## config.mk

```make
export PLATFORM = sky130hd
export DESIGN_NAME = note_sequencer_flat
export DESIGN_NICKNAME = d
export VERILOG_FILES = /design/src/rtl/note_sequencer_pkg.sv /design/src/rtl/note_sequencer_if.sv /design/src/rtl/note_sequencer_ms_ticker.sv /design/src/rtl/note_sequencer.sv /design/src/flat_wrapper.sv
export SDC_FILE = /design/constraint.sdc
export NUM_CORES = 1
export LEC_CHECK = 0
export BUFFER_PORTS_ARGS = -buffer_cell sky130_fd_sc_hd__buf_2
export CORE_MARGIN = 2
export CORE_UTILIZATION = 40
export DETAILED_ROUTE_END_ITERATION = 7
export GPL_ROUTABILITY_DRIVEN = 0
export GPL_TIMING_DRIVEN = 0
export PLACE_DENSITY = 0.64
export SYNTH_ARGS = -nofsm -noshare
export SYNTH_HDL_FRONTEND = slang
export SYNTH_SLANG_ARGS = --single-unit
```

## constraint.sdc

```tcl
create_clock -name clk -period 2.9 [get_ports clk]
set_clock_uncertainty 0.05 [all_clocks]
set_input_delay 0.87 -clock clk [delete_from_list [all_inputs] [get_ports clk]]
set_output_delay 0.87 -clock clk [all_outputs]
set_load 0.01 [all_outputs]
```

## src/rtl/note_sequencer_pkg.sv

```systemverilog
// Shared types and constants for the note sequencer and its ms ticker.
package note_pkg;

   typedef enum logic [2:0] {
      S_IDLE,
      S_FETCH,
      S_LOAD,
      S_PLAY,
      S_GAP,
      S_DONE
   } state_t;

   localparam logic [5:0] NOTE_REST = 6'd0;
   localparam logic [5:0] NOTE_END  = 6'd63;

   localparam int NOTE_MSB = 15;
   localparam int NOTE_LSB = 10;
   localparam int DUR_MSB  = 9;
   localparam int DUR_LSB  = 0;

   // One-hot LED pattern selected by the low three bits of a note code.
   function automatic logic [7:0] led_of(input logic [5:0] code);
      return 8'b1 << code[2:0];
   endfunction

endpackage

```

## src/rtl/note_sequencer_if.sv

```systemverilog
// Song ROM bus: registered address out, synchronous data back one cycle later.
interface note_sequencer_if #(
   parameter int ADDR_W = 6
);
   logic [ADDR_W-1:0] rom_addr;
   logic [15:0]       rom_data;

   modport master (output rom_addr, input  rom_data);
   modport slave  (input  rom_addr, output rom_data);
endinterface

```

## src/rtl/note_sequencer_ms_ticker.sv

```systemverilog
// Millisecond tick generator: divides clk by max(ticks_per_milli,1).
module ms_ticker (
   input  logic        clk,
   input  logic        rst,
   input  logic [15:0] ticks_per_milli,
   input  logic        clr,
   output logic        ms_tick
);

   logic [15:0] tick_cnt;
   logic [15:0] tick_last;

   // Terminal count; a zero period behaves as one cycle per ms.
   always_comb begin
      tick_last = (ticks_per_milli == '0) ? '0 : ticks_per_milli - 16'd1;
   end

   assign ms_tick = (tick_cnt == tick_last);

   // Count up to the terminal value; an overshoot after a period change wraps at once.
   always_ff @(posedge clk or posedge rst) begin
      if (rst) begin
         tick_cnt <= '0;
      end else if (clr || tick_cnt >= tick_last) begin
         tick_cnt <= '0;
      end else begin
         tick_cnt <= tick_cnt + 16'd1;
      end
   end

endmodule

```

## src/rtl/note_sequencer.sv

```systemverilog
// Walks a song ROM note by note, timing each note and the silent gap in ms.
module note_sequencer
   import note_pkg::*;
#(
   parameter int ADDR_W = 6,
   parameter int GAP_MS = 20,
   parameter int LOOP   = 1
) (
   input  logic                clk,
   input  logic                rst,
   input  logic [15:0]         ticks_per_milli,
   input  logic                enable,
   note_sequencer_if.master    rom,
   output logic [5:0]          note_code,
   output logic                tone_en,
   output logic                note_strobe,
   output logic [7:0]          led,
   output logic                song_done
);

   localparam logic [9:0] GAP_LAST = (GAP_MS > 0) ? 10'(GAP_MS - 1) : '0;

   state_t      state;
   logic [9:0]  dur;
   logic [9:0]  ms_cnt;
   logic        tick_clr;
   logic        ms_tick;
   logic        ms_last;
   logic [5:0]  word_code;
   logic [9:0]  word_dur;

   assign word_code = rom.rom_data[NOTE_MSB:NOTE_LSB];
   assign word_dur  = rom.rom_data[DUR_MSB:DUR_LSB];

   // Ticker runs only while timing a note or gap, so each starts on a full ms.
   always_comb begin
      tick_clr = !(state == S_PLAY || state == S_GAP);
   end

   // Last ms of the current timed phase.
   always_comb begin
      if (state == S_PLAY) begin
         ms_last = (ms_cnt == dur - 10'd1);
      end else begin
         ms_last = (ms_cnt == GAP_LAST);
      end
   end

   ms_ticker u_ticker (
      .clk             (clk),
      .rst             (rst),
      .ticks_per_milli (ticks_per_milli),
      .clr             (tick_clr),
      .ms_tick         (ms_tick)
   );

   // Sequencer FSM with registered outputs; enable low aborts from any state.
   always_ff @(posedge clk or posedge rst) begin
      if (rst) begin
         state        <= S_IDLE;
         rom.rom_addr <= '0;
         note_code    <= NOTE_REST;
         tone_en      <= 1'b0;
         note_strobe  <= 1'b0;
         led          <= '0;
         song_done    <= 1'b0;
         dur          <= '0;
         ms_cnt       <= '0;
      end else begin
         note_strobe <= 1'b0;
         if (!enable) begin
            state        <= S_IDLE;
            rom.rom_addr <= '0;
            note_code    <= NOTE_REST;
            tone_en      <= 1'b0;
            led          <= '0;
            song_done    <= 1'b0;
            ms_cnt       <= '0;
         end else begin
            case (state)
               S_IDLE:  state <= S_FETCH;
               S_FETCH: state <= S_LOAD;
               S_LOAD: begin
                  if (word_code == NOTE_END) begin
                     if (LOOP != 0) begin
                        rom.rom_addr <= '0;
                        state        <= S_FETCH;
                     end else begin
                        note_code <= NOTE_REST;
                        song_done <= 1'b1;
                        state     <= S_DONE;
                     end
                  end else begin
                     note_code   <= word_code;
                     dur         <= (word_dur == '0) ? 10'd1 : word_dur;
                     ms_cnt      <= '0;
                     note_strobe <= 1'b1;
                     tone_en     <= (word_code != NOTE_REST);
                     led         <= (word_code != NOTE_REST) ? led_of(word_code) : '0;
                     state       <= S_PLAY;
                  end
               end
               S_PLAY: begin
                  if (ms_tick) begin
                     if (ms_last) begin
                        rom.rom_addr <= rom.rom_addr + ADDR_W'(1);
                        tone_en      <= 1'b0;
                        led          <= '0;
                        ms_cnt       <= '0;
                        state        <= (GAP_MS > 0) ? S_GAP : S_FETCH;
                     end else begin
                        ms_cnt <= ms_cnt + 10'd1;
                     end
                  end
               end
               S_GAP: begin
                  if (ms_tick) begin
                     if (ms_last) begin
                        ms_cnt <= '0;
                        state  <= S_FETCH;
                     end else begin
                        ms_cnt <= ms_cnt + 10'd1;
                     end
                  end
               end
               S_DONE:  state <= S_DONE;
               default: state <= S_IDLE;
            endcase
         end
      end
   end

endmodule
```

## src/flat_wrapper.sv

```systemverilog
// flat-port wrapper written by rule: the top's interface ports become plain ports
module note_sequencer_flat import note_pkg::*;
#(
   parameter int ADDR_W = 6,
   parameter int GAP_MS = 20,
   parameter int LOOP   = 1
)
  (clk, rst, ticks_per_milli, enable, note_code, tone_en, note_strobe, led, song_done, rom_rom_addr, rom_rom_data);
  note_sequencer_if #(.ADDR_W(ADDR_W)) rom_i ();
  input  logic clk;
  input  logic rst;
  input  logic [15:0] ticks_per_milli;
  input  logic enable;
  output logic [5:0] note_code;
  output logic tone_en;
  output logic note_strobe;
  output logic [7:0] led;
  output logic song_done;
  output wire logic [$bits(rom_i.rom_addr)-1:0] rom_rom_addr;
  input wire logic [$bits(rom_i.rom_data)-1:0] rom_rom_data;
  assign rom_rom_addr = rom_i.rom_addr;
  assign rom_i.rom_data = rom_rom_data;
  note_sequencer #(.ADDR_W(ADDR_W), .GAP_MS(GAP_MS), .LOOP(LOOP)) u_core (.clk(clk), .rst(rst), .ticks_per_milli(ticks_per_milli), .enable(enable), .rom(rom_i), .note_code(note_code), .tone_en(tone_en), .note_strobe(note_strobe), .led(led), .song_done(song_done));
endmodule
```

== Yosys cells after proc, flatten, opt, wreduce, memory -nomap -nowiden ==
Cells that the tools add are included.

* Register bits: 61
* Input bits: 35
* Output and inout bits: 23

* Add/sub/neg operators: 5
* Magnitude comparators: 1
* Equality and inequality tests: 20
* Shift operators: 1
* Muxes and demuxes: 38
* Bitwise logic cells: 1
* Reductions and logical operators: 14

{| class="wikitable"
|+ Operators with widths
! operator !! number
|-
| 2-to-1 mux 10 bit || 5
|-
| 2-to-1 mux 6 bit || 7
|-
| 2-to-1 mux 8 bit || 5
|-
| 2-to-1 mux 16 bit || 2
|-
| inequality test 3 x 2 -> 1 bit, second input constant || 7
|-
| one-hot mux 10 bit (2 select lines) || 1
|-
| one-hot mux 3 bit (6 select lines) || 1
|-
| adder 16 x 1 -> 16 bit, second input constant || 1
|-
| equality test 16 bit || 1
|-
| greater-or-equal comparator 16 bit || 1
|-
| logical NOT 16 bit || 1
|-
| one-hot mux 8 bit (2 select lines) || 1
|-
| subtractor 16 x 1 -> 16 bit, second input constant || 1
|-
| 2-to-1 mux 3 bit || 5
|-
| one-hot mux 6 bit (2 select lines) || 1
|-
| AND reduction 4 bit || 3
|-
| adder 10 x 1 -> 10 bit, second input constant || 1
|-
| equality test 10 bit || 1
|-
| equality test 10 x 5 -> 1 bit, second input constant || 1
|-
| logical NOT 10 bit || 1
|-
| subtractor 10 x 1 -> 10 bit, second input constant || 1
|-
| 2-to-1 mux 1 bit || 8
|-
| left shift 1 x 3 -> 8 bit, first input constant || 1
|-
| adder 6 x 1 -> 6 bit, second input constant || 1
|-
| other kinds (18) || 22
|}

== Logic depth before layout (Yosys ltp) ==
Gate-level depths: netlist of run 1.

* Depth in word-level cells: 7
* Gate-level depth with buffers: 15
* Mapped depth without buffers: 14

== By module ==
A second synthesis of run 1 with hierarchy kept.

* Cells, all modules: 487
* Area, all modules: 4221.5 um^2

{| class="wikitable"
|+ Modules (own cells, without submodules)
! module !! times used !! cells each !! area an instance (um^2)
|-
| note_sequencer || 1 || 303 || 2691.3
|-
| ms_ticker || 1 || 184 || 1530.2
|}

== Least setup slack after synthesis of run 1 ==
Ideal clock, no wire load.

* Path kind: input to register
* From: input port ticks_per_milli[5]
* To: register u_core.ms_cnt[2]
* Setup time: 0.101 ns
* Arrival: 4.268 ns
* Data required time: 2.749 ns
* Path slack: -1.519 ns
* Stages: 14
* Buffers on the path: 0
* Cell sequence: or4_1 -> nor3_1 -> nand3_1 -> nor3_1 -> xor2_1 -> nand2_1 -> ha_1 -> nand4_1 -> nor4_1 -> a41oi_1 -> o221ai_1 -> nand2_1 -> xor2_1 -> nor4_1

* Cells in the longest elaborated chain, start to end: 5
* Elaborated cells between the ends (all ways): 6
* Classes of those cells: add/sub: 1; eq/ne: 2; mux: 1; reduce/logical: 2

{| class="wikitable"
|+ RTL lines
! what !! RTL line !! RTL
|-
| start: declaration || flat_wrapper.sv:12 || <nowiki>input logic [15:0] ticks_per_milli;</nowiki>
|-
| subtractor 16 x 1 -> 16 bit / logical NOT 16 bit (equally long branches) || note_sequencer_ms_ticker.sv:15 || <nowiki>tick_last = (ticks_per_milli == '0) ? '0 : ticks_per_milli - 16'd1;</nowiki>
|-
| 2-to-1 mux 16 bit (*) || note_sequencer_ms_ticker.sv:15 ||
|-
| equality test 16 bit (*) || note_sequencer_ms_ticker.sv:18 || <nowiki>assign ms_tick = (tick_cnt == tick_last);</nowiki>
|-
| inequality test 3 x 2 -> 1 bit (no source line) (*) || n/a ||
|-
| AND reduction 3 bit (no source line) (*) || n/a ||
|-
| end signal: assignment || note_sequencer.sv:112 || <nowiki>ms_cnt <= ms_cnt + 10'd1;</nowiki>
|-
| end signal: assignment || note_sequencer.sv:122 || <nowiki>ms_cnt <= ms_cnt + 10'd1;</nowiki>
|-
| end: declaration || note_sequencer.sv:25 || <nowiki>logic [9:0] ms_cnt;</nowiki>
|}

Every way passes the cells marked *; elsewhere a longest branch is shown, timed or not.
A chain may end at the register's enable or synchronous reset.

== Worst setup path after layout of run 1 ==
* From: input port ticks_per_milli[5]
* To: register u_core.rom.rom_addr[1]

* Cells in the longest elaborated chain, start to end: 5
* Elaborated cells between the ends (all ways): 6
* Classes of those cells: add/sub: 1; eq/ne: 2; mux: 1; reduce/logical: 2

{| class="wikitable"
|+ RTL lines
! what !! RTL line !! RTL
|-
| subtractor 16 x 1 -> 16 bit / logical NOT 16 bit (equally long branches) || note_sequencer_ms_ticker.sv:15 ||
|-
| 2-to-1 mux 16 bit (*) || note_sequencer_ms_ticker.sv:15 ||
|-
| equality test 16 bit (*) || note_sequencer_ms_ticker.sv:18 ||
|-
| inequality test 3 x 2 -> 1 bit (no source line) (*) || n/a ||
|-
| AND reduction 4 bit (no source line) (*) || n/a ||
|-
| end signal: assignment || note_sequencer.sv:106 || <nowiki>rom.rom_addr <= rom.rom_addr + ADDR_W'(1);</nowiki>
|-
| end: declaration || note_sequencer_if.sv:8 || <nowiki>modport master (output rom_addr, input rom_data);</nowiki>
|}

Marked as above.

==> results.json, run 1 <==
{
  "antenna_found_initial": 0,
  "finalHoldViolations": 0,
  "powerDensity_nw_per_um2": 480.5,
  "min_path_type": "flop to flop",
  "synth_edf_count": 0,
  "path_cells": "buf_6 > or4_4 > nor3_4 > buf_6 > nand3_2 > nor4_4 > xor2_1 > nand2_1 > ha_1 > nand4_1 > nor4_4 > and3_4 > nand2_1 > o41a_1 > buf_4 > a22o_1",
  "synth-seq-area-share": 0.3634,
  "grt_max_degree": 40,
  "worstSetupPathType": "input pin to flop",
  "start_util": 0.4087,
  "die_h_microns": 106.5,
  "finalMaxSlewViolations": 0,
  "drive_gt1_frac": 0.2998,
  "die_w_microns": 106.5,
  "vias_per_cell": 5.554,
  "routed_wl_microns": 10910,
  "outcome": "finished, violations left",
  "place_area_sq_um": 4795,
  "coreArea_sq_um": 10280,
  "synthMuxAreaShare": 0.03813,
  "fmax_mhz": 243.1,
  "grt_pass1_vias": 3729,
  "yosys.area_share.adder": 0.06553,
  "crit_family": "simple AND/OR/NAND/NOR gates",
  "worst_pin_slew_ps": 627.8,
  "synthTopCellsByArea": "dfrtp_1 36%, ha_1 6.6%, xor2_1 4.4%, xnor2_1 4.0%, nor2_1 3.3%",
  "clk_path_buf_depth": 2,
  "required_ps": 3090,
  "end_kind": "flop",
  "cap_violations": 0,
  "nets": 609,
  "syn_avg_cell_area_sq_um": 9.131,
  "clock-sinks": 61,
  "fin_crit_sh": 1.419,
  "route.vias.total": 3849,
  "slew_headroom": 0.5799,
  "cts-root-buf": "clkbuf_8",
  "cts_buffers": 9,
  "dp.cells": 651,
  "port_buffers": 54,
  "p_leak_uw": 0.002389,
  "grt_util_all_layers": 0.1949,
  "syn_inst": 460,
  "ios": 58,
  "synth_top_family_by_area": "simple AND/OR/NAND/NOR gates",
  "clkTransAtPathRegs_ps": 70,
  "finalNonFillerCells": 693,
  "worst-path-max-fanout": 3,
  "place_ws_ps": -1724,
  "avgRoutedWirePerCell_microns": 15.75,
  "std_cell_rows": 37,
  "antennaDiodeCount": 0,
  "rsz0062_at_grt": "true",
  "worst-path-buf-inv": 3,
  "synth-compound-area-share": 0.1206,
  "drt_iter0_drc": 208,
  "peakVddDrop_mv": 0.3298,
  "cp-start-kind": "input pin",
  "syn2layout_area_growth_pct": 31.28,
  "synth-xor-area-share": 0.09949,
  "syn_nets": 517,
  "finalCriticalPeriod_ps": 4114,
  "fin_ws_ps": -1214,
  "ys_warn_count": 0,
  "synth-simple-area-share": 0.2684,
  "die_area_sq_um": 11340,
  "cp.arrival_ps": 4300,
  "synth_seq_cells": 61,
  "grt_pass1_wl_microns": 17750,
  "netlist_area_sq_um": 4200,
  "synth_largest_area_cell": "dfrtp_1",
  "synth_ff_type": "dfrtp_1",
  "synth_cell_types": 62,
  "setup_viol": 44,
  "dr.pass1.iters": 4,
  "drc": 0,
  "slowest_stage": "or4_4",
  "fin_area_sq_um": 5514,
  "violations": "negative setup slack",
  "synth_top_area_frac": 0.3634,
  "tritoncts": "built",
  "dpl.hpwl_microns": 7745,
  "yosysMostFrequentCell": "dfrtp_1",
  "clock_latency_ps": 340,
  "antenna_left": 0,
  "async_flop_share": 1.000,
  "max_stage_delay_ps": 550,
  "cts_max_level": 3,
  "grt-ovfl-total": 0,
  "synthTopCellsByCount": "61 x dfrtp_1, 37 x nor2_1, 35 x nand2_1"
}
[state kept, by name, summed over array words and instances (netlist names)]
| signal | cells |
|---|---|
| u_core.dur | 10 |
| u_core.led | 8 |
| u_core.ms_cnt | 10 |
| u_core.note_code | 6 |
| u_core.note_strobe | 1 |
| u_core.rom.rom_addr | 6 |
| u_core.state | 3 |
| u_core.tone_en | 1 |
| u_core.u_ticker.tick_cnt | 16 |
[per-layer routing]
metal	up-vias	GRT usage	wire, microns
met3	8	0.04047	328
met1	1908	0.2653	5300
li1	1870	-	-
met5	-	0	0
met2	63	0.3201	5195
met4	0	0.04360	87
[final timing paths]
| path | startpoint | to | slack (ps) | cells past startpoint |
|---|---|---|---|---|
| worst max-delay path | ticks_per_milli[5] | u_core.rom.rom_addr[1] | -1210 | 16 |
| worst min-delay path | u_core.rom.rom_addr[5] | u_core.rom.rom_addr[5] | 430 | 1 |
| worst max register to register | u_core.dur[0] | u_core.rom.rom_addr[1] | -630 | 11 |
| worst min register to register | u_core.rom.rom_addr[5] | u_core.rom.rom_addr[5] | 430 | 1 |
| max in group asynchronous | rst | u_core.led[5] | 1690 | 3 |
| min in group asynchronous | rst | u_core.u_ticker.tick_cnt[2] | 510 | 2 |
[metrics by stage]
stage	total power [uW]	setup TNS (ps)	hold slack [ps]	util
final	2650	-44210	432.7	0.5365
after global routing	2791	-51360	459.2	0.5365
after floorplan	1459	-39500	421.7	-
after detailed placement	1637	-70440	419.5	0.4665
after global placement	1605	-86750	449.7	0.4646
after CTS	2652	-42540	436.8	0.5190
[cell usage in the layout, fill, tap and decap left out, types with 4 or more instances in the layout]
| master | n |
|---|---|
| dfrtp_1 | 61 |
| buf_2 | 54 |
| nand2_1 | 32 |
| inv_1 | 24 |
| nand3_1 | 22 |
| nor2_1 | 21 |
| xor2_1 | 21 |
| buf_4 | 19 |
| xnor2_1 | 19 |
| nand4_1 | 18 |
| ha_1 | 16 |
| clkbuf_1 | 15 |
| nor3_1 | 15 |
| nor2b_1 | 14 |
| clkbuf_8 | 14 |
| buf_6 | 10 |
| nor2_2 | 9 |
| o31ai_1 | 8 |
| o21ai_0 | 8 |
| mux2_2 | 8 |
| nor4_1 | 7 |
| mux2i_1 | 7 |
| nor2_4 | 7 |
| nand3b_1 | 6 |
| a21oi_1 | 6 |
| o211ai_1 | 6 |
| ha_4 | 6 |
| or4_1 | 5 |
| or3_1 | 5 |
| and2_1 | 5 |
| and3_1 | 5 |
| nor3_2 | 4 |
| a21o_1 | 4 |
[cells by family (layout without fill, tap and decap cells)]
| family | count (synthesis) | after routing |
|---|---|---|
| and+or+nand+nor | 206 | 206 |
| buffers and inverters | 46 | 143 |
| muxes | 15 | 15 |
| AOI/OAI and AO/OA | 66 | 66 |
| other | 1 | 1 |
| adders and majority gates | 22 | 22 |
| xor gates and xnor gates | 43 | 43 |
| DFF | 61 | 61 |
[repair_timing]
| action | CTS | global route |
|---|---|---|
| resized for setup | 29 | 31 |
| hold buffers | 0 | 0 |
| gates cloned | 3 | 0 |
| pin swaps | 16 | 16 |
| endpoints found under the hold margin | 0 | 0 |
| endpoints found under the setup margin | 48 | 47 |
| buffers inserted | 19 | 4 |
[cell type report]
type,instances,area (sq um)
inverters,25,93.84
multi-input cells,353,2819
fillers,941,4763
clock inverters,3,90.09
flip-flops and latches,61,1526
well taps,136,170.2
clock buffers,13,168.9
repair buffers,81,529.3
plain buffers,21,116.4
[power by group]
| group | total, uW | switching [uW] | internal, uW |
|---|---|---|---|
| clock network | 976 | 334 | 642 |
| registers | 1020 | 88.1 | 932 |
| logic | 654 | 346 | 308 |
No activity file was read; power rests on OpenSTA's default activity.
==> inputs of run 2 (changes only) <==
CORE_UTILIZATION = 50   (was 40)
PLACE_DENSITY = 0.77   (was 0.64)
SETUP_SLACK_MARGIN = 0.3   (was not set)
==> results.json, run 2 (synthesized netlist as in run 1, its figures left out) <==
{
  "register_area_sq_um": 1526,
  "avgRoutedWirePerCell_microns": 15.86,
  "rsz0062_at_grt": "true",
  "start_util": 0.5138,
  "drc": 0,
  "grt_pass1_vias": 3554,
  "vias_per_cell": 5.840,
  "clk_path_buf_depth": 2,
  "antennaDiodeCount": 0,
  "grt_max_degree": 44,
  "required_ps": 3080,
  "cp.arrival_ps": 4480,
  "finalCriticalPeriod_ps": 4297,
  "finalHoldViolations": 0,
  "route.vias.total": 3843,
  "finalNonFillerCells": 658,
  "fin_ws_ps": -1397,
  "antenna_found_initial": 0,
  "fillers": 640,
  "cp-start-kind": "input pin",
  "multiInputGateArea_sq_um": 2759,
  "finalMaxSlewViolations": 0,
  "coreArea_sq_um": 8175,
  "p_leak_uw": 0.002322,
  "place_area_sq_um": 4770,
  "grt_util_all_layers": 0.2281,
  "violations": "negative setup slack",
  "syn2layout_area_growth_pct": 25.92,
  "routed_wl_microns": 10440,
  "min_path_type": "input pin to async pin",
  "cts_buffers": 9,
  "nets": 606,
  "worst_pin_slew_ps": 583.5,
  "fmax_mhz": 232.7,
  "outcome": "finished, violations left",
  "layout_common_cells": "61 x dfrtp_1, 54 x buf_2, 29 x nand2_1, 29 x nor2_1, 24 x inv_1",
  "regMostFlops": "u_core.u_ticker.tick_cnt",
  "p_int_uw": 1610,
  "worstSetupPathType": "input pin to flop",
  "tritoncts": "built",
  "power.switching_uw": 725.5,
  "clock_power_share": 0.291,
  "grt-ovfl-total": 0,
  "dr.pass1.iters": 5,
  "switching_share": 0.3106,
  "grt_pass1_wl_microns": 16450,
  "clock-sinks": 61,
  "die_area_sq_um": 9150,
  "die_h_microns": 95.66,
  "powerDensity_nw_per_um2": 441.6,
  "slew_headroom": 0.6096,
  "largest_register_ffs": 16,
  "ios": 58,
  "cts_hold_buf": 0,
  "drt_iter0_drc": 180,
  "cts_max_level": 3,
  "std_cell_rows": 33,
  "worst-path-max-fanout": 10,
  "fin_crit_sh": 1.482,
  "peakVddDrop_mv": 0.2840,
  "clock_latency_ps": 340,
  "clkTransAtPathRegs_ps": 60,
  "whs_ps": 468.9,
  "setup_viol": 44,
  "largestRegisters": "u_core.u_ticker.tick_cnt x16, u_core.dur x10, u_core.ms_cnt x10",
  "final_common_cell": "dfrtp_1",
  "pwr-share-comb": 0.274,
  "seq_power_share": 0.435,
  "drive_gt1_frac": 0.2857,
  "cts-root-buf": "clkbuf_8",
  "dp.cells": 620,
  "fin_area_sq_um": 5289,
  "antenna_left": 0,
  "cap_violations": 0,
  "die_w_microns": 95.66,
  "p_total_uw": 2336,
  "port_buffers": 54,
  "place_ws_ps": -1707,
  "end_kind": "flop",
  "dpl.hpwl_microns": 7240
}
[run 2: final timing paths]
kind	start	endpoint	slack, ps	depth (start not counted)
worst max-delay path	ticks_per_milli[3]	u_core.ms_cnt[4]	-1400	19
worst min-delay path	rst	u_core.dur[4]	470	2
worst max register to register	u_core.dur[0]	u_core.rom.rom_addr[2]	-450	10
worst min register to register	u_core.rom.rom_addr[5]	u_core.rom.rom_addr[5]	470	1
max in group asynchronous	rst	u_core.u_ticker.tick_cnt[5]	1760	3
min in group clk	u_core.rom.rom_addr[5]	u_core.rom.rom_addr[5]	470	1
[run 2: layout make-up]
class                   instances  area share
flip-flops and latches         61      0.2886
inverters                      25     0.01774
clock inverters                 1   0.0009463
repair buffers                 78     0.09084
clock buffers                  14     0.03265
plain buffers                  21     0.02271
multi-input cells             353      0.5216
well taps                     105     0.02484
[run 2: routing by layer]
layer / part of all wire / vias up / GRT usage / wire (microns)
met5: 0 / - / 0 / 0
met4: 0.020 / 0 / 0.07500 / 208
met3: 0.046 / 16 / 0.04348 / 483
met2: 0.47 / 112 / 0.3607 / 4903
met1: 0.46 / 1853 / 0.3146 / 4842
li1: - / 1862 / - / -
[run 2: power by group through the flow]
stage / registers (uW) / logic, uW / clock network, uW
floorplan: 1020 / 445 / 0
global placement: 1030 / 574 / 0
detailed placement: 1030 / 597 / 0
CTS: 1020 / 613 / 694
global route: 1030 / 703 / 735
finish: 1020 / 640 / 679
[run 2: what timing repair did]
action | in CTS | in global routing
cloned | 0 | 3
setup endpoints to repair | 44 | 48
buffers inserted | 12 | 8
resized for setup | 13 | 29
pin swaps | 22 | 17
[run 2: worst max-delay path, stage by stage]
cell	delay (ps)
buf_6	90
or4_4	550
nor3_4	230
buf_4	170
nand2_2	60
buf_4	150
buf_4	120
nand2_1	70
nand2_1	70
ha_1	300
nand3_1	210
nor4_4	430
buf_4	190
a41oi_1	130
o221ai_2	230
buf_6	160
nand4_1	110
xnor2_1	160
nor4_1	170
[run 2: stage by stage]
step,TNS (ps),utilization
CTS,-45590,0.6223
global placement,-79680,0.5810
global route,-55210,0.6469
floorplan,-39500,-
detailed placement,-66010,0.5834
finish,-50400,0.6469
==> inputs of run 3 (changes only) <==
PLACE_DENSITY = 0.71   (was 0.77)
==> results.json, run 3 (synthesized netlist as in run 1, its figures left out) <==
{
  "min_path_type": "flop to flop",
  "worst-path-buf-inv": 3,
  "antennaDiodeCount": 0,
  "dpl.hpwl_microns": 7589,
  "die_h_microns": 95.66,
  "dr.pass1.iters": 4,
  "end_kind": "flop",
  "violations": "negative setup slack",
  "worst-path-max-fanout": 4,
  "die_w_microns": 95.66,
  "finalNonFillerCells": 662,
  "cts-root-buf": "clkbuf_8",
  "worstSetupPathType": "input pin to flop",
  "avgRoutedWirePerCell_microns": 17.10,
  "cts_hold_buf": 0,
  "max_stage_delay_ps": 560,
  "drc": 0,
  "port_buffers": 54,
  "routed_wl_microns": 11320,
  "peakVddDrop_mv": 0.3113,
  "rsz0062_at_grt": "true",
  "cp-start-kind": "input pin",
  "outcome": "finished, violations left",
  "largest_register_ffs": 16,
  "grt_pass1_vias": 3640,
  "std_cell_rows": 33,
  "fin_ws_ps": -1298,
  "finalMaxSlewViolations": 0,
  "place_area_sq_um": 4770,
  "start_util": 0.5138,
  "clock_latency_ps": 340,
  "setup_viol": 44,
  "crit_family": "simple AND/OR/NAND/NOR gates",
  "drive_gt1_frac": 0.3268,
  "antenna_left": 0,
  "coreArea_sq_um": 8175,
  "fmax_mhz": 238.2,
  "finalHoldViolations": 0,
  "fin_area_sq_um": 5542,
  "die_area_sq_um": 9150,
  "tritoncts": "built",
  "fillers": 641,
  "powerDensity_nw_per_um2": 419.5,
  "vias_per_cell": 5.952,
  "drt_iter0_drc": 255,
  "layout_common_cells": "61 x dfrtp_1, 53 x buf_2, 29 x nand2_1, 24 x inv_1, 22 x nor2_1",
  "nets": 612,
  "dp.cells": 620,
  "slew_headroom": 0.3678,
  "largestRegisters": "u_core.u_ticker.tick_cnt x16, u_core.dur x10, u_core.ms_cnt x10",
  "required_ps": 3100,
  "fin_crit_sh": 1.448,
  "final_common_cell": "dfrtp_1",
  "grt-ovfl-total": 0,
  "grt_util_all_layers": 0.2439,
  "clkTransAtPathRegs_ps": 60,
  "finalCriticalPeriod_ps": 4198,
  "slowest_stage": "or4_4",
  "antenna_found_initial": 0,
  "cts_buffers": 9,
  "fin_util": 0.6778,
  "route.vias.total": 3940,
  "grt_max_degree": 35,
  "regMostFlops": "u_core.u_ticker.tick_cnt",
  "cap_violations": 0,
  "syn2layout_area_growth_pct": 31.93,
  "clk_path_buf_depth": 2,
  "cts_max_level": 3,
  "grt_pass1_wl_microns": 17460,
  "p_leak_uw": 0.002405,
  "path_cells": "buf_6 > or4_4 > nor3_4 > buf_6 > nand3_4 > nor4_4 > xor2_1 > nand2_1 > ha_4 > nand4_1 > nor4_4 > a41oi_2 > buf_4 > o221ai_4 > nand4_1 > xor2_1 > nor3_1",
  "cp.arrival_ps": 4400,
  "ios": 58,
  "worst_pin_slew_ps": 944.8,
  "clock-sinks": 61
}
[run 3: changes by cell type in the layout (fill, tap and decap cells not counted), moves of 3 or more]
cell     delta
buf_4       -4
buf_6       +8
o31ai_1     -3
nor2_2      +5
nor2_1      -7
[run 3: per-stage QoR]
step                      hold slack [ps]  total power [uW]  setup TNS (ps)  worst slack [ps]
final                               447.9              2325          -46340             -1298
after detailed placement            429.3              1635          -66990             -1684
after global routing                475.8              2461          -53410             -1472
after global placement              446.5              1605          -83160             -1646
after CTS                           453.8              2277          -46410             -1161
after floorplan                     421.7              1461          -39500             -1105
[run 3: cell type report]
type | instances | area [sq um] | area share
clock buffer | 10 | 137.6 | 0.02484
multi-input combinational | 354 | 2953 | 0.5329
inverter | 25 | 93.84 | 0.01693
tap | 105 | 131.4 | 0.02371
buffer | 21 | 126.4 | 0.02280
sequential | 61 | 1526 | 0.2755
timing repair buffer | 83 | 558.0 | 0.1007
clock inverter | 3 | 15.01 | 0.002709
[run 3: per-layer routing]
layer	track usage	share of wire	vias to the layer above
met2	0.3875	0.48	104
met4	0.04405	0.013	0
met3	0.05375	0.051	19
li1	-	-	1872
met5	0	0	-
met1	0.3455	0.46	1945
[run 3: power by group]
group	switching (uW)	internal, uW	leakage, uW
Combinational	371	319	0.00150
Clock	303	314	0.0000836
Sequential	86.2	932	0.000823
Total	760	1560	0.00240
[run 3: repair_timing]
action,CTS,global route
gates resized for setup,31,49
setup endpoints to repair,44,48
cloned,2,1
setup buffers,12,14
pin swaps,18,29
[run 3: path summary, 6_finish.rpt]
path / slack, ps / endpoint / cells after the start / start
worst min-delay path: 450 / u_core.rom.rom_addr[5] / 1 / u_core.rom.rom_addr[5]
worst max register to register: -810 / u_core.rom.rom_addr[2] / 10 / u_core.dur[0]
worst min register to register: 450 / u_core.rom.rom_addr[5] / 1 / u_core.rom.rom_addr[5]
max in group asynchronous: 1640 / u_core.state[0] / 3 / rst
worst max-delay path: -1300 / u_core.ms_cnt[7] / 17 / ticks_per_milli[5]
min in group asynchronous: 560 / u_core.note_strobe / 2 / rst
